===== src/rtl/apb_master_bridge.sv =====
// apb_master_bridge: valid/ready command stream to APB SETUP/ACCESS transfers, one-hot PSELx from addr[31:28]; APB_TIMEOUT_EN adds an ACCESS wait limit.
// Latency: accept at edge N -> SETUP N+1, ACCESS N+2, rsp_valid in N+3 with zero waits; decode errors respond in N+1.
// Backpressure: one transfer outstanding; cmd_ready stays low until the response handshakes on rsp_ready.
module apb_master_bridge #(
   parameter int SLV_NUM        = 4,
   parameter int TIMEOUT_CYCLES = 255
) (
   input  logic                  PCLK,
   input  logic                  reset,
   input  logic                  cmd_valid,
   output logic                  cmd_ready,
   input  logic                  cmd_write,
   input  logic [31:0]           cmd_addr,
   input  logic [31:0]           cmd_wdata,
   output logic                  rsp_valid,
   input  logic                  rsp_ready,
   output logic [31:0]           rsp_rdata,
   output logic                  rsp_error,
   output logic [31:0]           PADDR,
   output logic [31:0]           PWDATA,
   output logic                  PWRITE,
   output logic [SLV_NUM-1:0]    PSELx,
   output logic                  PENABLE,
   input  logic [32*SLV_NUM-1:0] PRDATA,
   input  logic [SLV_NUM-1:0]    PREADY
);

   typedef enum logic [1:0] {IDLE, SETUP, ACCESS, RESP} state_t;

   state_t             r_state;
   logic [SLV_NUM-1:0] w_dec_sel;
   logic               w_dec_ok;
   logic               w_pready;
   logic [31:0]        w_prdata;
   logic               w_timeout;

   generate
      if (SLV_NUM < 1 || SLV_NUM > 16 || TIMEOUT_CYCLES < 1 || TIMEOUT_CYCLES > 65535) begin : g_param_check
         $error("apb_master_bridge: SLV_NUM or TIMEOUT_CYCLES out of range");
      end
   endgenerate

   assign cmd_ready = (r_state == IDLE) && !reset;

   always_comb begin
      w_dec_sel = '0;
      for (int i = 0; i < SLV_NUM; i++) begin
         w_dec_sel[i] = (cmd_addr[31:28] == 4'(i));
      end
   end

   assign w_dec_ok = |w_dec_sel;

   // The registered one-hot select doubles as the read-data/ready mux, so other slots are ignored.
   always_comb begin
      w_pready = 1'b0;
      w_prdata = '0;
      for (int i = 0; i < SLV_NUM; i++) begin
         if (PSELx[i]) begin
            w_pready = PREADY[i];
            w_prdata = PRDATA[32*i +: 32];
         end
      end
   end

`ifdef APB_TIMEOUT_EN
   localparam int WAIT_W = (TIMEOUT_CYCLES > 255) ? 16 : 8;

   logic [WAIT_W-1:0] r_wait_cnt;

   always_ff @(posedge PCLK) begin
      if (reset) begin
         r_wait_cnt <= '0;
      end else if (r_state != ACCESS) begin
         r_wait_cnt <= '0;
      end else if (!w_pready) begin
         r_wait_cnt <= r_wait_cnt + WAIT_W'(1);
      end
   end

   assign w_timeout = (r_wait_cnt == WAIT_W'(TIMEOUT_CYCLES)) && !w_pready;
`else
   assign w_timeout = 1'b0;
`endif

   always_ff @(posedge PCLK) begin
      if (reset) begin
         r_state   <= IDLE;
         PSELx     <= '0;
         PENABLE   <= 1'b0;
         PWRITE    <= 1'b0;
         PADDR     <= '0;
         PWDATA    <= '0;
         rsp_valid <= 1'b0;
         rsp_rdata <= '0;
         rsp_error <= 1'b0;
      end else begin
         case (r_state)
            IDLE: begin
               if (cmd_valid && cmd_ready) begin
                  PADDR  <= cmd_addr;
                  PWDATA <= cmd_wdata;
                  PWRITE <= cmd_write;
                  if (w_dec_ok) begin
                     PSELx   <= w_dec_sel;
                     r_state <= SETUP;
                  end else begin
                     rsp_rdata <= '0;
                     rsp_error <= 1'b1;
                     rsp_valid <= 1'b1;
                     r_state   <= RESP;
                  end
               end
            end
            SETUP: begin
               PENABLE <= 1'b1;
               r_state <= ACCESS;
            end
            ACCESS: begin
               // Ready on the limit cycle still completes normally.
               if (w_pready) begin
                  rsp_rdata <= PWRITE ? 32'd0 : w_prdata;
                  rsp_error <= 1'b0;
                  rsp_valid <= 1'b1;
                  PSELx     <= '0;
                  PENABLE   <= 1'b0;
                  r_state   <= RESP;
               end else if (w_timeout) begin
                  rsp_rdata <= '0;
                  rsp_error <= 1'b1;
                  rsp_valid <= 1'b1;
                  PSELx     <= '0;
                  PENABLE   <= 1'b0;
                  r_state   <= RESP;
               end
            end
            RESP: begin
               if (rsp_ready) begin
                  rsp_valid <= 1'b0;
                  r_state   <= IDLE;
               end
            end
            default: r_state <= IDLE;
         endcase
      end
   end

endmodule


===== config.mk =====
export PLATFORM = sky130hd
export DESIGN_NAME = apb_master_bridge
export DESIGN_NICKNAME = d
export VERILOG_FILES = /design/src/rtl/apb_master_bridge.sv
export SDC_FILE = /design/constraint.sdc
export NUM_CORES = 1
export LEC_CHECK = 0
export CAP_MARGIN = 20
export CORE_AREA = 2 2 120 122
export DETAILED_ROUTE_END_ITERATION = 8
export DIE_AREA = 0 0 122 124
export PLACE_DENSITY = 0.78
export SLEW_MARGIN = 20
export SYNTH_ARGS = -nofsm -noshare
export SYNTH_HDL_FRONTEND = slang
export SYNTH_SLANG_ARGS = --single-unit

===== constraint.sdc =====
create_clock -name PCLK -period 2.7 [get_ports PCLK]
set_input_delay 0.54 -clock PCLK [delete_from_list [all_inputs] [get_ports PCLK]]
set_output_delay 0.54 -clock PCLK [all_outputs]
set_load 0.02 [all_outputs]

==> flow_metrics.py <==
metrics = {
    "hold_path": {
        "min_to": "PADDR[15]",
        "hold_path_depth": 2,
        "worstHoldStart": "PADDR[15]",
        "hp-class": "reg2reg",
    },
    "finish": {
        "register_area_sq_um": 2120,
        "final_util": 0.600,
        "synthToLayoutAreaGrowth_pct": 71.9,
        "multi_input_area_sq_um": 2320,
        "layout_commonest_cell": "clkdlybuf4s50_1",
        "fill_cells": 1255,
        "layout_common_cells": "clkdlybuf4s50_1, nand2_1, dfxtp_1",
        "drive_gt1_frac": 0.0523,
        "final_nets": 1083,
        "stdcell_area_sq_um": 8230,
        "insertedDiodeCount": 0,
    },
    "logic_synthesis": {
        "yosysUniqueCellTypes": 35,
        "synth_enable_flop_cells": 0,
        "syn_avg_cell_area_sq_um": 7.92,
        "synth.area.mux_share": 0,
        "ys_ff_latch": 106,
        "synthCells": 605,
        "synth_compound_area_frac": 0.306,
        "syn_nets": 811,
        "synth_top_family_by_area": "compound AO/OA/AOI/OAI gates",
        "ys_seq_area_frac": 0.443,
        "synth_simple_gate_area_share": 0.160,
        "async_flop_share": 0,
        "synth-adder-area-share": 0.0131,
        "ys_warn_count": 0,
        "ys.flop_type": "dfxtp_1",
        "syn_area_sq_um": 4790,
        "synth-xor-area-share": 0,
    },
    "cts": {
        "htree_levels": 3,
        "postCtsSetupRepairBufs": 0,
        "postCtsHoldBufs": 0,
        "cts.repair.resized": 0,
        "numClockSinks": 106,
        "root_buffer": "clkbuf_16",
        "clock_latency_ns": 0.34,
        "cts_made_buffers": 9,
        "clk_pin_slew_ns": 0.07,
        "cts_tree": "built",
        "clockBufferDepth": 2,
    },
    "power_and_ir_drop": {
        "power_frac_clock": 0.203,
        "p_per_area_nw_per_um2": 713,
        "seqPwrFrac": 0.362,
        "switchingPower_w": 0.00209,
        "combPwrFrac": 0.435,
        "power.leakage_nw": 2.98,
        "internal_power_w": 0.00378,
        "ir_drop_uv": 400,
        "power_switching_share": 0.355,
    },
    "routing": {
        "route.detailed.drc": 0,
        "wire_per_inst_um": 16.3,
        "vias": 5269,
        "first_pass_iters": 5,
        "routed_wl_um": 17300,
        "ant_nets": 0,
        "drtIter0Drc": 274,
        "vias_per_cell": 4.98,
    },
    "critical_path": {
        "arrival_ns": 1.90,
        "critPathSlowestCell": "clkdlybuf4s50_1",
        "crit_chain": "inv_1 -> ha_1 -> nor2b_1 -> clkdlybuf4s50_1",
        "max_stage_delay_ns": 0.67,
        "critical_path_depth": 4,
        "critPathBufInv": 2,
        "cpLargestDelayFamily": "buffers and inverters",
        "critPathLaunchType": "register",
        "end_kind": "output pin",
        "crit_type": "reg2out",
        "path_max_fanout": 5,
        "worstPathRequired_ns": 2.16,
        "rr_worst_depth": 7,
        "r2r_slack_ns": 0.67,
        "r2r_end": "rsp_rdata[4]",
        "reg2reg_from": "PSELx[1]",
    },
    "die": {
        "die_area_sq_um": 15100,
        "dieWidth_um": 122,
        "initial_core_util": 0.349,
        "io_pins": 306,
        "die_h_um": 124,
        "design.core.area_sq_um": 13700,
        "rows": 43,
    },
    "timing": {
        "rsz0062_at_grt": "no",
        "min_period_ns": 2.44,
        "slew_viol_final": 0,
        "relSlewSlack": 0.617,
        "fmax_ghz": 0.409,
        "worst_pin_slew_ns": 0.574,
        "hold_viol_final": 0,
        "period_share": 0.905,
        "setup_tns_ns": 0,
        "finalClockSkew_ns": 0.00625,
        "setup_viol": 0,
        "timing.hold.ws_ns": 0.455,
    },
    "global_route": {
        "grt_max_degree": 131,
        "grt_first_pass_wirelength_um": 25700,
        "antenna_found_initial": 1,
        "track_usage": 0.218,
        "grt_pass1_vias": 4982,
        "grt-ovfl-total": 0,
    },
    "status": {
        "outcome": "completed",
    },
    "placed_design": {
        "place.gp.congestion": 0.781,
        "port_buffers": 305,
        "dpl_cell_area_sq_um": 7980,
        "hpwlAfterDp_um": 13100,
    },
    "job": {
        "max_cap_violations": 0,
    },
}
==> per-stage QoR <==
step	setup slack, ns	total power, W	cells
floorplan	0.851	0.00346	605
CTS	0.231	0.00594	1059
detailed placement	0.201	0.00473	1046
finish	0.257	0.00587	1059
global route	0.135	0.00623	1059
global placement	0.321	0.00468	1046
==> worst max path at each step <==
stage | startpoint | to | slack [ns]
floorplan | PSELx[1] | rsp_rdata[5] | 0.85
global placement | PREADY[1] | rsp_rdata[17] | 0.32
detailed placement | PREADY[1] | rsp_rdata[4] | 0.20
CTS | r_state[1] | cmd_ready | 0.23
global route | r_state[1] | cmd_ready | 0.14
finish | r_state[0] | cmd_ready | 0.26
==> power groups by stage <==
| stage | sequential, W | clock [W] | combinational, W |
|---|---|---|---|
| after floorplan | 0.00257 | 0 | 0.000895 |
| after global placement | 0.00215 | 0 | 0.00253 |
| after detailed placement | 0.00216 | 0 | 0.00257 |
| after CTS | 0.00213 | 0.00123 | 0.00258 |
| after global routing | 0.00217 | 0.00130 | 0.00276 |
| final | 0.00213 | 0.00119 | 0.00255 |
==> tightest hold or removal path: stages, from the launching register on <==
cell and delay, ns:
dfxtp_1 0.31, nand2_1 0.05, o21ai_0 0.05
==> kinds of logic after synthesis <==
kind of cell,count (synthesis)
AOI/OAI and AO/OA,213
adders and majority gates,5
buffers and inverters,92
DFF,106
and+or+nand+nor,189
==> Yosys cell counts (2+ instances only) <==
| master | number | area [sq um] |
|---|---|---|
| a211oi_2 | 10 | 125 |
| nand2b_1 | 2 | 12.5 |
| a21oi_1 | 36 | 180 |
| clkbuf_1 | 38 | 143 |
| buf_1 | 3 | 11.3 |
| nand2_1 | 136 | 510 |
| o21ai_1 | 2 | 10.0 |
| nor2b_1 | 4 | 25.0 |
| o21ai_0 | 66 | 330 |
| a22oi_1 | 32 | 240 |
| and3b_1 | 2 | 17.5 |
| inv_1 | 36 | 135 |
| nor2_1 | 39 | 146 |
| a31o_2 | 3 | 26.3 |
| a211oi_1 | 24 | 180 |
| a221oi_1 | 32 | 280 |
| nor4_1 | 2 | 12.5 |
| ha_1 | 5 | 62.6 |
| dfxtp_1 | 106 | 2120 |
| buf_2 | 12 | 60.1 |
==> cell type report <==
type                       instances  share of cell area
inverter                          37              0.0169
multi-input combinational        407               0.282
clock inverter                     2             0.00198
clock buffer                      11              0.0295
timing repair buffer             316               0.385
sequential                       106               0.258
tap                              180              0.0274
==> registers in the layout, summed over array words and instances (netlist names) <==
register   flops
rsp_rdata     32
rsp_error      1
PWRITE         1
PSELx          4
PENABLE        1
r_state        2
PWDATA        32
rsp_valid      1
PADDR         32
==> metal layers <==
layer	track usage	wire length, um	up-vias
met5	0	13	-
met4	0.101	555	2
met3	0.0902	1910	33
met2	0.369	8280	211
met1	0.239	6530	2371
li1	-	-	2652
No activity file was read; power rests on OpenSTA's default activity.
